===== config.mk =====
export PLATFORM = sky130hd
export DESIGN_NAME = rtc_bus_driver
export DESIGN_NICKNAME = d
export VERILOG_FILES = /design/src/rtl/rtc_bus_pkg.sv /design/src/rtl/rtc_bus_driver_phase_timer.sv /design/src/rtl/rtc_bus_driver.sv
export SDC_FILE = /design/constraint.sdc
export NUM_CORES = 1
export LEC_CHECK = 0
export CORE_ASPECT_RATIO = 1.75
export CORE_MARGIN = 8
export CORE_UTILIZATION = 43
export DETAILED_ROUTE_END_ITERATION = 8
export GPL_ROUTABILITY_DRIVEN = 0
export PLACE_DENSITY = 0.82
export SLEW_MARGIN = 15
export SYNTH_ARGS = -nofsm -noshare
export SYNTH_HDL_FRONTEND = slang
export SYNTH_SLANG_ARGS = --single-unit

===== constraint.sdc =====
create_clock -name clock -period 4.6 [get_ports clock]
set_input_delay 0.69 -clock clock [delete_from_list [all_inputs] [get_ports clock]]
set_output_delay 0.69 -clock clock [all_outputs]
set_load 0.01 [all_outputs]

===== src/rtl/rtc_bus_pkg.sv =====
// Shared definitions for the RTC parallel-bus driver: FSM encoding, default
// controller port ids and the bit layout of the done/busy status bytes.
package rtc_bus_pkg;

  typedef enum logic [3:0] {
    ST_IDLE,
    ST_A_SETUP,
    ST_A_STROBE,
    ST_A_HOLD,
    ST_GAP,
    ST_D_SETUP,
    ST_D_STROBE,
    ST_D_HOLD,
    ST_DONE
  } state_t;

  localparam logic [7:0] PORT_ADDR_DEFAULT  = 8'h01;
  localparam logic [7:0] PORT_WDATA_DEFAULT = 8'h02;
  localparam logic [7:0] PORT_RCMD_DEFAULT  = 8'h03;

  localparam int DONE_BIT = 0;
  localparam int BUSY_BIT = 1;

  function automatic logic [7:0] status_byte(input logic done, input logic busy);
    logic [7:0] s;
    s           = '0;
    s[DONE_BIT] = done;
    s[BUSY_BIT] = busy;
    return s;
  endfunction

endpackage


===== src/rtl/rtc_bus_driver_phase_timer.sv =====
// Phase down-counter: a load pulse starts a T_PHASE-cycle interval and
// expired is high during the last cycle of it (and whenever idle).
module rtc_phase_timer #(
  parameter int T_PHASE = 10
) (
  input  logic clock,
  input  logic reset,
  input  logic load,
  output logic expired
);

  localparam int CW = $clog2(T_PHASE + 1);

  logic [CW-1:0] cnt;

  always_ff @(posedge clock) begin
    if (reset) begin
      cnt <= '0;
    end else if (load) begin
      cnt <= CW'(T_PHASE - 1);
    end else if (cnt != '0) begin
      cnt <= cnt - CW'(1);
    end
  end

  assign expired = (cnt == '0);

endmodule


===== src/rtl/rtc_bus_driver.sv =====
// Multiplexed address/data RTC bus master driven by PicoBlaze port writes.
// Optional feature: define RTC_CMD_QUEUE_EN for a one-deep pending command slot.
module rtc_bus_driver
  import rtc_bus_pkg::*;
#(
  parameter logic [7:0] PORT_ADDR  = PORT_ADDR_DEFAULT,
  parameter logic [7:0] PORT_WDATA = PORT_WDATA_DEFAULT,
  parameter logic [7:0] PORT_RCMD  = PORT_RCMD_DEFAULT,
  parameter int         T_PHASE    = 10
) (
  input  logic       clock,
  input  logic       reset,
  input  logic [7:0] port_id,
  input  logic [7:0] out_port,
  input  logic       write_strobe,
  output logic [7:0] donew_port,
  output logic [7:0] doner_port,
  output logic [7:0] datao_rtc_port,
  output logic       rtc_cs_n,
  output logic       rtc_wr_n,
  output logic       rtc_rd_n,
  output logic       rtc_ad,
  output logic [7:0] ad_out,
  output logic       ad_oe,
  input  logic [7:0] ad_in
);

  state_t     state, state_next;
  logic       op_read, start, start_read, timer_load, expired, busy;
  logic       done_w, done_r, cmd_hit, cmd_read, next_read;
  logic [7:0] start_data, addr_q, data_q;
  logic       pend_vld, pend_read;
  logic [7:0] pend_data;

  assign cmd_hit  = write_strobe && ((port_id == PORT_WDATA) || (port_id == PORT_RCMD));
  assign cmd_read = (port_id == PORT_RCMD);
  assign busy     = (state != ST_IDLE) || pend_vld;

  rtc_phase_timer #(.T_PHASE(T_PHASE)) u_timer (
    .clock   (clock),
    .reset   (reset),
    .load    (timer_load),
    .expired (expired)
  );

`ifdef RTC_CMD_QUEUE_EN
  // The slot fills only while a cycle is running and drains on the IDLE
  // cycle right after DONE, which is also when its command launches.
  always_ff @(posedge clock) begin
    if (reset) begin
      pend_vld  <= 1'b0;
      pend_read <= 1'b0;
      pend_data <= '0;
    end else if (state == ST_IDLE && pend_vld) begin
      pend_vld <= 1'b0;
    end else if (cmd_hit && state != ST_IDLE && !pend_vld) begin
      pend_vld  <= 1'b1;
      pend_read <= cmd_read;
      pend_data <= out_port;
    end
  end
`else
  assign pend_vld  = 1'b0;
  assign pend_read = 1'b0;
  assign pend_data = '0;
`endif

  always_comb begin
    start      = 1'b0;
    start_read = op_read;
    start_data = data_q;
    if (state == ST_IDLE) begin
      if (pend_vld) begin
        start      = 1'b1;
        start_read = pend_read;
        start_data = pend_read ? data_q : pend_data;
      end else if (cmd_hit) begin
        start      = 1'b1;
        start_read = cmd_read;
        start_data = cmd_read ? data_q : out_port;
      end
    end
  end

  always_ff @(posedge clock) begin
    if (reset) begin
      state <= ST_IDLE;
    end else begin
      state <= state_next;
    end
  end

  always_comb begin
    state_next = state;
    timer_load = 1'b0;
    case (state)
      ST_IDLE: begin
        if (start) begin
          state_next = ST_A_SETUP;
          timer_load = 1'b1;
        end
      end
      ST_A_SETUP:  if (expired) begin state_next = ST_A_STROBE; timer_load = 1'b1; end
      ST_A_STROBE: if (expired) begin state_next = ST_A_HOLD;   timer_load = 1'b1; end
      ST_A_HOLD:   if (expired) begin state_next = ST_GAP;      timer_load = 1'b1; end
      ST_GAP:      if (expired) begin state_next = ST_D_SETUP;  timer_load = 1'b1; end
      ST_D_SETUP:  if (expired) begin state_next = ST_D_STROBE; timer_load = 1'b1; end
      ST_D_STROBE: if (expired) begin state_next = ST_D_HOLD;   timer_load = 1'b1; end
      ST_D_HOLD:   if (expired) state_next = ST_DONE;
      ST_DONE:     state_next = ST_IDLE;
      default:     state_next = ST_IDLE;
    endcase
  end

  always_ff @(posedge clock) begin
    if (reset) begin
      addr_q         <= '0;
      data_q         <= '0;
      op_read        <= 1'b0;
      done_w         <= 1'b0;
      done_r         <= 1'b0;
      datao_rtc_port <= '0;
    end else begin
      if (write_strobe && port_id == PORT_ADDR && !busy) addr_q <= out_port;
      if (start) begin
        data_q  <= start_data;
        op_read <= start_read;
        done_w  <= 1'b0;
        done_r  <= 1'b0;
      end
      if (state == ST_DONE) begin
        if (op_read) done_r <= 1'b1;
        else         done_w <= 1'b1;
      end
      if (state == ST_D_STROBE && expired && op_read) datao_rtc_port <= ad_in;
    end
  end

  // Bus pins are registered from the next state so they change cleanly on the
  // clock edge that enters each phase; ad_out holds through GAP/DONE/IDLE.
  assign next_read = start ? start_read : op_read;

  always_ff @(posedge clock) begin
    if (reset) begin
      rtc_cs_n <= 1'b1;
      rtc_wr_n <= 1'b1;
      rtc_rd_n <= 1'b1;
      rtc_ad   <= 1'b0;
      ad_oe    <= 1'b0;
      ad_out   <= '0;
    end else begin
      rtc_cs_n <= 1'b1;
      rtc_wr_n <= 1'b1;
      rtc_rd_n <= 1'b1;
      ad_oe    <= 1'b0;
      case (state_next)
        ST_A_SETUP, ST_A_STROBE, ST_A_HOLD: begin
          rtc_cs_n <= 1'b0;
          rtc_ad   <= 1'b0;
          ad_oe    <= 1'b1;
          ad_out   <= addr_q;
          rtc_wr_n <= (state_next != ST_A_STROBE);
        end
        ST_GAP: rtc_cs_n <= 1'b0;
        ST_D_SETUP, ST_D_STROBE, ST_D_HOLD: begin
          rtc_cs_n <= 1'b0;
          rtc_ad   <= 1'b1;
          if (next_read) begin
            rtc_rd_n <= (state_next != ST_D_STROBE);
          end else begin
            ad_oe    <= 1'b1;
            ad_out   <= data_q;
            rtc_wr_n <= (state_next != ST_D_STROBE);
          end
        end
        ST_IDLE: rtc_ad <= 1'b0;
        default: ;
      endcase
    end
  end

  assign donew_port = status_byte(done_w, busy);
  assign doner_port = status_byte(done_r, busy);

endmodule


==> metrics.cfg, run 1 <==
[sta]
final.min_clock_period_ns=2.959
worstMarginPinSlew_ns=0.7711
holdWs_ns=0.4949
hold_viol_final=0
slew_violations=0
rsz0062_at_grt=no
period_share_pct=64.32
setup_viol=0
finalSetupTns_ns=0
clock-skew-final_ns=0.007317
relSlewSlack_pct=48.60
clock.fmax_ghz=0.3380

[finish]
nNetsFinal=302
final_cells=329
drive_above_1_share_pct=8.000
antenna_cells=0
n_fill_cell=454
seqCellArea_um2=960.9
multiInputGateArea_um2=1077
utilization_pct=55.83
area_growth_pct=25.40

[yosys]
synth_top_cell_by_area=dfxtp_1
synthMostInstantiatedCell=dfxtp_1
avgSynthCellArea_um2=9.553
synthCells=230
synth_cell_types=44
synth_commonest_cells=48 x dfxtp_1, 44 x nor2_1, 33 x mux2i_1
synth_ff_type=dfxtp_1
synth_area_leaders=dfxtp_1 44%, mux2i_1 15%, nor2_1 7.5%, buf_4 5.5%, a2111oi_2 4.1%
synth_edf_count=0
synthDominantCellAreaShare_pct=43.74
async_reset_ff_share_pct=0
yosysWarnings=0
syn_area_um2=2197
yosys_register_bits=48
ys_seq_area_share_pct=43.74

[critical_path]
start_kind=input port
cp.required_ns=4.78
cp.arrival_ns=3.14
worstPathMaxFanout=13
r2r_slack_ns=1.72
cp-end-kind=flop
worstSetupPathType=input port to flop

[global_route]
grt_antenna_before_repair=0
first_global_vias=1738
grt_use_total_pct=13.24
grt_pass1_wl_um=8528
grt_overflow=0
grt_max_degree=47

[floorplan]
rows=34
start_util_pct=44.52
core-area_um2=4935
die_y_um=110.6
die_w_um=70.04
ios=64
die-area_um2=7743

[clocking]
cts_root_buf=clkbuf_8
numCtsBuffers=5
cts_resized=0
cts_tree=done
h-tree-depth=2
cts_setup_buffers=0
ctsLongestPathBuffers=2
hold_buffers=0
cts_sinks=48
clkLatencyLatePin_ns=0.30
clkTransAtPathRegs_ns=0.09

[routing]
vias=1750
routed_wl_um=5059
vias_per_cell=5.319
firstDrtPassIters=4
drc_errors=0
ant_nets=0
drtIter0Drc=86
wl_per_cell_um=15.38

[power_and_ir_drop]
power_uw=860.6
p_leak_nw=0.9888
ir_drop_mv=0.2835
p_per_area_nw_per_um2=312.4

[min_path]
hold_class=flop to flop

[status]
outcome=complete, no violations

[flow_run]
maxCapViolCount=0

[placed_design]
io_buffer_count=51
dp_hpwl_um=3740
dp.cells=321

-- metal layers --
layer	up-vias	share of wire, %	global-route usage (%)
met2	67	51	22.60
met1	809	41	14.54
met5	-	0	0
met3	7	6.0	4.211
met4	0	2.1	5.526
li1	867	-	-
-- stage by stage --
stage          area [µm²]  setup WS, ns
6_report             2755         1.641
5_1_grt              2755         1.314
4_1_cts              2755         1.627
3_5_place_dp         2661         1.269
3_3_place_gp         2661         1.519
2_1_floorplan        2238         2.228
-- flip-flops by register name, indices dropped and copies added, names as in the netlist --
| name | count |
|---|---|
| ad_oe | 1 |
| ad_out | 8 |
| addr_q | 8 |
| data_q | 8 |
| datao_rtc_port | 8 |
| done_r | 1 |
| done_w | 1 |
| op_read | 1 |
| rtc_ad | 1 |
| rtc_cs_n | 1 |
| rtc_rd_n | 1 |
| rtc_wr_n | 1 |
| state | 4 |
| u_timer.cnt | 4 |
-- critical path: stages --
cell and delay [ns]:
clkdlybuf4s50_1 0.42, nor4b_1 0.43, nand4_1 0.41, mux2i_1 0.22, buf_4 0.20, o21a_1 0.33, a2111oi_0 0.43
-- cell usage in the layout, fill, tap and decap left out, drive strengths merged, types with 3 or more instances in the layout --
master	Yosys	routed
a21oi	8	8
nor3	12	12
o21ai	3	3
buf	23	3
inv	6	6
nor2	44	44
clkdlybuf4s50	0	51
mux2i	33	33
nand2	4	4
conb	1	12
a2111oi	9	9
nor4	4	4
clkbuf	5	7
xnor2	3	3
dfxtp	48	48
-- final cells by class --
| class | count | area share [%] |
|---|---|---|
| multi-input combinational | 159 | 39.10 |
| sequential | 48 | 34.88 |
| timing repair buffer | 54 | 19.35 |
| clock buffer | 7 | 3.134 |
| tap | 54 | 2.452 |
| inverter | 6 | 0.8174 |
| clock inverter | 1 | 0.2725 |
-- report_power, final --
| part | internal [mW] | leakage [nW] | total [mW] | switching, mW |
|---|---|---|---|---|
| clock network | 0.122 | 0.0445 | 0.259 | 0.137 |
| logic | 0.0713 | 0.557 | 0.153 | 0.0816 |
| registers | 0.433 | 0.388 | 0.448 | 0.0149 |
| total | 0.627 | 0.989 | 0.861 | 0.234 |
-- kinds of logic after synthesis --
logic type | Yosys count | synth area share, %
buf+inv | 34 | 9.112
mux | 33 | 15.03
other cells | 1 | 0.1707
simple gates | 81 | 18.51
flops | 48 | 43.74
compound gates | 29 | 11.68
xor+xnor | 3 | 1.196
fa+ha+maj | 1 | 0.5694
-- worst paths after layout --
path,to,cells past startpoint,startpoint
max,ad_out[1]$_SDFFE_PP0P_,7,port_id[3]
min,datao_rtc_port[3]$_SDFFE_PP0P_,2,datao_rtc_port[3]$_SDFFE_PP0P_
max reg2reg,ad_out[6]$_SDFFE_PP0P_,7,u_timer.cnt[0]$_SDFFE_PP0P_
min reg2reg,datao_rtc_port[3]$_SDFFE_PP0P_,2,datao_rtc_port[3]$_SDFFE_PP0P_
Power figures use the tool's default switching activity.
==> run 2: changes to the inputs <==
==> constraint.sdc (replaced) <==
create_clock -name clock -period 2.95 [get_ports clock]
set_input_delay 0.4425 -clock clock [delete_from_list [all_inputs] [get_ports clock]]
set_output_delay 0.4425 -clock clock [all_outputs]
set_load 0.01 [all_outputs]
==> run 2 against run 1 <==
Against the previous run:
- via count is 1.1% higher
- largest power group unchanged
- total power up 61%
- highest routed layer unchanged
- setup slack lost 1.2 ns
- register-to-register slack worse by 1.3 ns
- global-route usage rose by 0.30 points
- die area did not move
- cell area up 1.9%
- clock skew shrank 0.0015 ns
==> metrics.cfg, run 2 (synthesis gave the netlist of run 1 again) <==
[sta]
finalSetupTns_ns=0  ; unchanged
relSlewSlack_pct=50.48  ; +1.9 points
clock-skew-final_ns=0.005839  ; -0.001478 ns
worst_slack_ns=0.4698  ; -1.171 ns
worstMarginPinSlew_ns=0.7365  ; -0.03460 ns
holdWs_ns=0.4897  ; -0.005139 ns
slew_violations=0  ; unchanged
setup_viol=0  ; unchanged
hold_viol_final=0  ; unchanged
final.min_clock_period_ns=2.480
rsz0062_at_grt=no
clock.fmax_ghz=0.4032
period_share_pct=84.08

[global_route]
grt_max_degree=35  ; -26%
grt_pass1_wl_um=8763  ; +2.8%
grt_overflow=0  ; unchanged
grt_use_total_pct=13.55  ; +0.30 points
first_global_vias=1840  ; +5.9%
grt_antenna_before_repair=0  ; unchanged

[placed_design]
dp_slack_ns=0.2044  ; -1.065 ns
dp_hpwl_um=3915  ; +4.7%
io_buffer_count=51  ; unchanged

[critical_path]
cpPeakStageDelay_ns=0.44  ; about the same
path_depth=8  ; +1
cp.required_ns=3.12  ; -1.66 ns
cp.arrival_ns=2.65  ; -0.49 ns
r2r_cells=8  ; +1
crit_slowest_cell=or3b_1
cp-end-kind=flop
worstSetupPathType=flop to flop
path_delay_family=simple AND/OR/NAND/NOR gates
worstPathMaxFanout=12  ; -1
path_buf_inv=2  ; unchanged
crit_chain=inv_1 > ha_1 > or3b_1 > or3_1 > a21oi_2 > buf_4 > mux2i_1 > a2111oi_0
start_kind=flop

[min_path]
min_path_cells=2  ; unchanged
hold_class=flop to flop

[routing]
drtIter0Drc=81  ; -5.8%
ant_nets=0  ; unchanged
vias_per_cell=5.268  ; -0.96%
firstDrtPassIters=4  ; unchanged
vias=1770  ; +1.1%
drc_errors=0  ; unchanged
routed_wl_um=5179  ; +2.4%
wl_per_cell_um=15.41  ; +0.24%

[finish]
utilization_pct=56.90  ; +1.1 points
mostFrequentLayoutCells=51 x clkdlybuf4s50_1, 48 x dfxtp_1, 44 x nor2_1
layout_commonest_cell=clkdlybuf4s50_1
drive_above_1_share_pct=10.28  ; +2.3 points
nNetsFinal=309  ; +2.3%
area_growth_pct=27.79
antenna_cells=0  ; unchanged

[clocking]
cts_resized=0  ; unchanged
numCtsBuffers=5  ; unchanged
clkLatencyLatePin_ns=0.30  ; about the same
hold_buffers=0  ; unchanged
cts_root_buf=clkbuf_8
cts_setup_buffers=0  ; unchanged
cts_sinks=48  ; unchanged
clkTransAtPathRegs_ns=0.09  ; about the same
h-tree-depth=2  ; unchanged
ctsLongestPathBuffers=2  ; unchanged
cts_tree=done

[flow_run]
maxCapViolCount=0  ; unchanged

[power_and_ir_drop]
ir_drop_mv=0.4486  ; +58%
p_leak_nw=1.022  ; +3.4%
p_per_area_nw_per_um2=493.1  ; +58%

[floorplan]
ios=64  ; unchanged
die_w_um=70.04  ; unchanged
die-area_um2=7743  ; unchanged
rows=34  ; unchanged
core-area_um2=4935  ; unchanged
die_y_um=110.6  ; unchanged
start_util_pct=44.52  ; unchanged

[status]
outcome=complete, no violations

[run 2: power by group]
part	internal, mW	switching (mW)
Sequential	0.676	0.0237
Clock	0.191	0.216
Combinational	0.141	0.138
Total	1.01	0.377
[run 2: metrics by stage]
| step | cell area [µm²] | power, mW | std cells |
|---|---|---|---|
| floorplan | 2238 | 0.8938 | 241 |
| global placement | 2714 | 0.9832 | 328 |
| detailed placement | 2714 | 0.9928 | 328 |
| CTS | 2808 | 1.397 | 336 |
| global route | 2808 | 1.466 | 336 |
| finish | 2808 | 1.385 | 336 |
[run 2: tightest hold or removal path, cell delays in order (launching register included)]
cell	delay, ns
dfxtp_1	0.33
a21oi_1	0.06
nor2_1	0.07
[run 2: final timing paths]
check,from,endpoint,slack [ns]
setup / recovery,u_timer.cnt[0]$_SDFFE_PP0P_,ad_out[0]$_SDFFE_PP0P_,0.47
hold / removal,done_w$_SDFF_PP0_,done_w$_SDFF_PP0_,0.49
hold reg to reg,done_w$_SDFF_PP0_,done_w$_SDFF_PP0_,0.49
setup reg to reg,u_timer.cnt[0]$_SDFFE_PP0P_,ad_out[0]$_SDFFE_PP0P_,0.47
[run 2: area by class of cell]
type                    count  area, µm²
inverters                   6      22.52
fillers                   442       2127
clock inverters             1      7.507
well taps                  54      67.56
clock buffers               7      86.33
repair buffers             61      585.6
multi-input cells         159       1077
flip-flops and latches     48      960.9
[run 2: metal layers]
layer | vias to the layer above | GRT usage [%] | share of wire, %
met5 | - | 0 | 0
met4 | 0 | 7.412 | 3.5
met3 | 14 | 4.391 | 6.1
met2 | 66 | 23.27 | 51
met1 | 810 | 13.99 | 40
li1 | 880 | - | -
==> run 3: changes to the inputs <==
--- a/config.mk
+++ b/config.mk
@@ -7,10 +7,10 @@
 export LEC_CHECK = 0
 export CORE_ASPECT_RATIO = 1.75
 export CORE_MARGIN = 8
-export CORE_UTILIZATION = 43
+export CORE_UTILIZATION = 42
 export DETAILED_ROUTE_END_ITERATION = 8
 export GPL_ROUTABILITY_DRIVEN = 0
-export PLACE_DENSITY = 0.82
+export PLACE_DENSITY = 0.83
 export SLEW_MARGIN = 15
 export SYNTH_ARGS = -nofsm -noshare
 export SYNTH_HDL_FRONTEND = slang
==> constraint.sdc (replaced) <==
create_clock -name clock -period 2 [get_ports clock]
set_input_delay 0.3 -clock clock [delete_from_list [all_inputs] [get_ports clock]]
set_output_delay 0.3 -clock clock [all_outputs]
set_load 0.01 [all_outputs]
==> run 3 against run 2 <==
Against the previous run:
- via count grew 6.9%
- routed wire length grew 7.1%
- largest power group unchanged
- total power grew 62%
- cell count grew 6.3%
- the flow now finishes with violations (setup timing)
- sequential power grew 46%
- global-route usage grew 0.087 points
- critical endpoint is now ad_out[1]$_SDFFE_PP0P_
- non-clock buffer count grew 20
- maximum frequency grew 15%
- critical path depth is the same
- sequential share of layout area shrank 3.6 points
- cell area grew 12%
==> metrics.cfg, run 3 (synthesis gave the netlist of run 1 again) <==
[status]
outcome=finished, violations left
violations=setup timing

[routing]
vias=1892  ; +6.9%
firstDrtPassIters=5  ; +1
drtIter0Drc=60  ; -26%
ant_nets=0  ; unchanged
wl_per_cell_um=15.54  ; +0.79%
routed_wl_um=5546  ; +7.1%
vias_per_cell=5.300  ; +0.60%
drc_errors=0  ; unchanged

[floorplan]
die-area_um2=7893  ; +1.9%
ios=64  ; unchanged
rows=35  ; +2.9%
core-area_um2=5167  ; +4.7%
die_w_um=70.68  ; +0.91%
die_y_um=111.7  ; +1.0%
start_util_pct=42.52  ; -2.0 points

[power_and_ir_drop]
power_mw=2.243  ; +62%
p_leak_nw=1.165  ; +14%
ir_drop_mv=0.5292  ; +18%
p_per_area_nw_per_um2=713.4  ; +45%

[global_route]
first_global_vias=1892  ; +2.8%
grt_pass1_wl_um=8728  ; -0.40%
grt_antenna_before_repair=0  ; unchanged
grt_use_total_pct=13.63  ; +0.087 points
grt_max_degree=32  ; -8.6%
grt_overflow=0  ; unchanged

[critical_path]
path_buf_inv=2  ; unchanged
crit_chain=inv_2 > ha_4 > or3b_4 > or3_4 > a21oi_4 > buf_12 > mux2i_1 > a2111oi_0
cp.arrival_ns=2.34  ; -0.31 ns
r2r_cells=8  ; unchanged
path_delay_family=simple AND/OR/NAND/NOR gates
start_kind=flop
cp-end-kind=flop
rr_startpoint=u_timer.cnt[1]$_SDFFE_PP0N_
r2r-end=ad_out[1]$_SDFFE_PP0P_
cp.required_ns=2.18  ; -0.94 ns
r2r_slack_ns=-0.16  ; -0.63 ns
worstPathMaxFanout=6  ; -6
cpPeakStageDelay_ns=0.39  ; -0.05 ns
crit_slowest_cell=or3b_4
startpoint=u_timer.cnt[1]$_SDFFE_PP0N_
worstSetupPathType=flop to flop

[min_path]
worstHoldStart=rtc_ad$_SDFFE_PP0P_
hold_class=flop to flop
min_path_cells=2  ; unchanged
hold_path_end=rtc_ad$_SDFFE_PP0P_

[sta]
hold_viol_final=0  ; unchanged
period_share_pct=107.9  ; +24 points
final.min_clock_period_ns=2.158  ; -0.3221 ns
worst_slack_ns=-0.1581  ; -0.6279 ns
setup_viol=9  ; +9
rsz0062_at_grt=yes
clock.fmax_ghz=0.4634  ; +15%
clock-skew-final_ns=0.006417  ; +0.0005774 ns
slew_violations=0  ; unchanged

[clocking]
cts_setup_buffers=0  ; unchanged
numCtsBuffers=5  ; unchanged
hold_buffers=0  ; unchanged
cts_tree=done
ctsLongestPathBuffers=2  ; unchanged
clkTransAtPathRegs_ns=0.09  ; about the same
clkLatencyLatePin_ns=0.30  ; about the same
cts_root_buf=clkbuf_8
h-tree-depth=2  ; unchanged
cts_sinks=48  ; unchanged

[placed_design]
dp_hpwl_um=4205  ; +7.4%
io_buffer_count=51  ; unchanged

[finish]
n_fill_cell=420  ; -5.0%
layout_commonest_cell=clkdlybuf4s50_1
drive_above_1_share_pct=22.19  ; +12 points
nNetsFinal=329  ; +6.5%
area_growth_pct=43.11
utilization_pct=60.85  ; +4.0 points
mostFrequentLayoutCells=51 x clkdlybuf4s50_1, 47 x dfxtp_1, 42 x nor2_1
antenna_cells=0  ; unchanged

[flow_run]
maxCapViolCount=0  ; unchanged

==> run 3: cell count changes in the layout (fill, tap and decap cells not counted), moves of 3 or more <==
cell / delta
buf_4: +14
buf_12: +4
mux2i_1: -4
mux2i_2: +3
==> run 3: cell type report <==
class / instances / area (µm²) / area share, %
clock inverter: 1 / 7.507 / 0.2388
inverter: 6 / 22.52 / 0.7163
timing repair buffer: 81 / 807.0 / 25.67
clock buffer: 7 / 86.33 / 2.746
sequential: 48 / 962.2 / 30.60
tap: 55 / 68.82 / 2.189
multi-input combinational: 159 / 1190 / 37.84
==> run 3: what timing repair did <==
action | in CTS | in global routing
endpoints found under the setup margin | 9 | 25
pin swaps | 1 | 5
cloned | 0 | 1
resized for setup | 5 | 15
endpoints found under the hold margin | 0 | 0
==> run 3: how the worst max path moves through the flow <==
stage               slack, ns  depth (start not counted)                      to
floorplan               -0.14                          9  ad_out[2]$_SDFFE_PP0P_
CTS                     -0.16                          8  ad_out[0]$_SDFFE_PP0P_
detailed placement      -0.39                          8  ad_out[1]$_SDFFE_PP0P_
global route            -0.23                          8  ad_out[1]$_SDFFE_PP0P_
finish                  -0.16                          8  ad_out[1]$_SDFFE_PP0P_
global placement        -0.35                          8  ad_out[1]$_SDFFE_PP0P_
==> run 3: layer usage <==
metal | vias up | global-route usage, % | routed length, µm
met1 | 897 | 13.45 | 2037
met4 | 0 | 7.972 | 152
li1 | 918 | - | -
met3 | 14 | 2.340 | 241
met2 | 63 | 25.40 | 3115
met5 | - | 0 | 0
==> run 3: per-stage QoR <==
stage / instances / setup TNS [ns] / worst slack (ns) / cell area [µm²] / hold WS, ns
CTS: 356 / -0.9673 / -0.1562 / 3034 / 0.5011
finish: 357 / -0.9930 / -0.1581 / 3144 / 0.4958
global route: 357 / -1.716 / -0.2254 / 3144 / 0.5410
detailed placement: 348 / -5.785 / -0.3907 / 2925 / 0.4850
floorplan: 241 / -0.9006 / -0.1426 / 2262 / 0.4439
global placement: 348 / -4.358 / -0.3471 / 2925 / 0.4736
==> run 3: report_power, final <==
group / switching, mW / total (mW) / internal, mW
combinational: 0.269 / 0.620 / 0.351
sequential: 0.0243 / 1.02 / 0.999
clock: 0.319 / 0.600 / 0.281
==> run 3: worst min-delay path, cell delays in order, from the launching register on <==
cell	delay [ns]
dfxtp_1	0.31
nor2_1	0.09
nor4_1	0.05
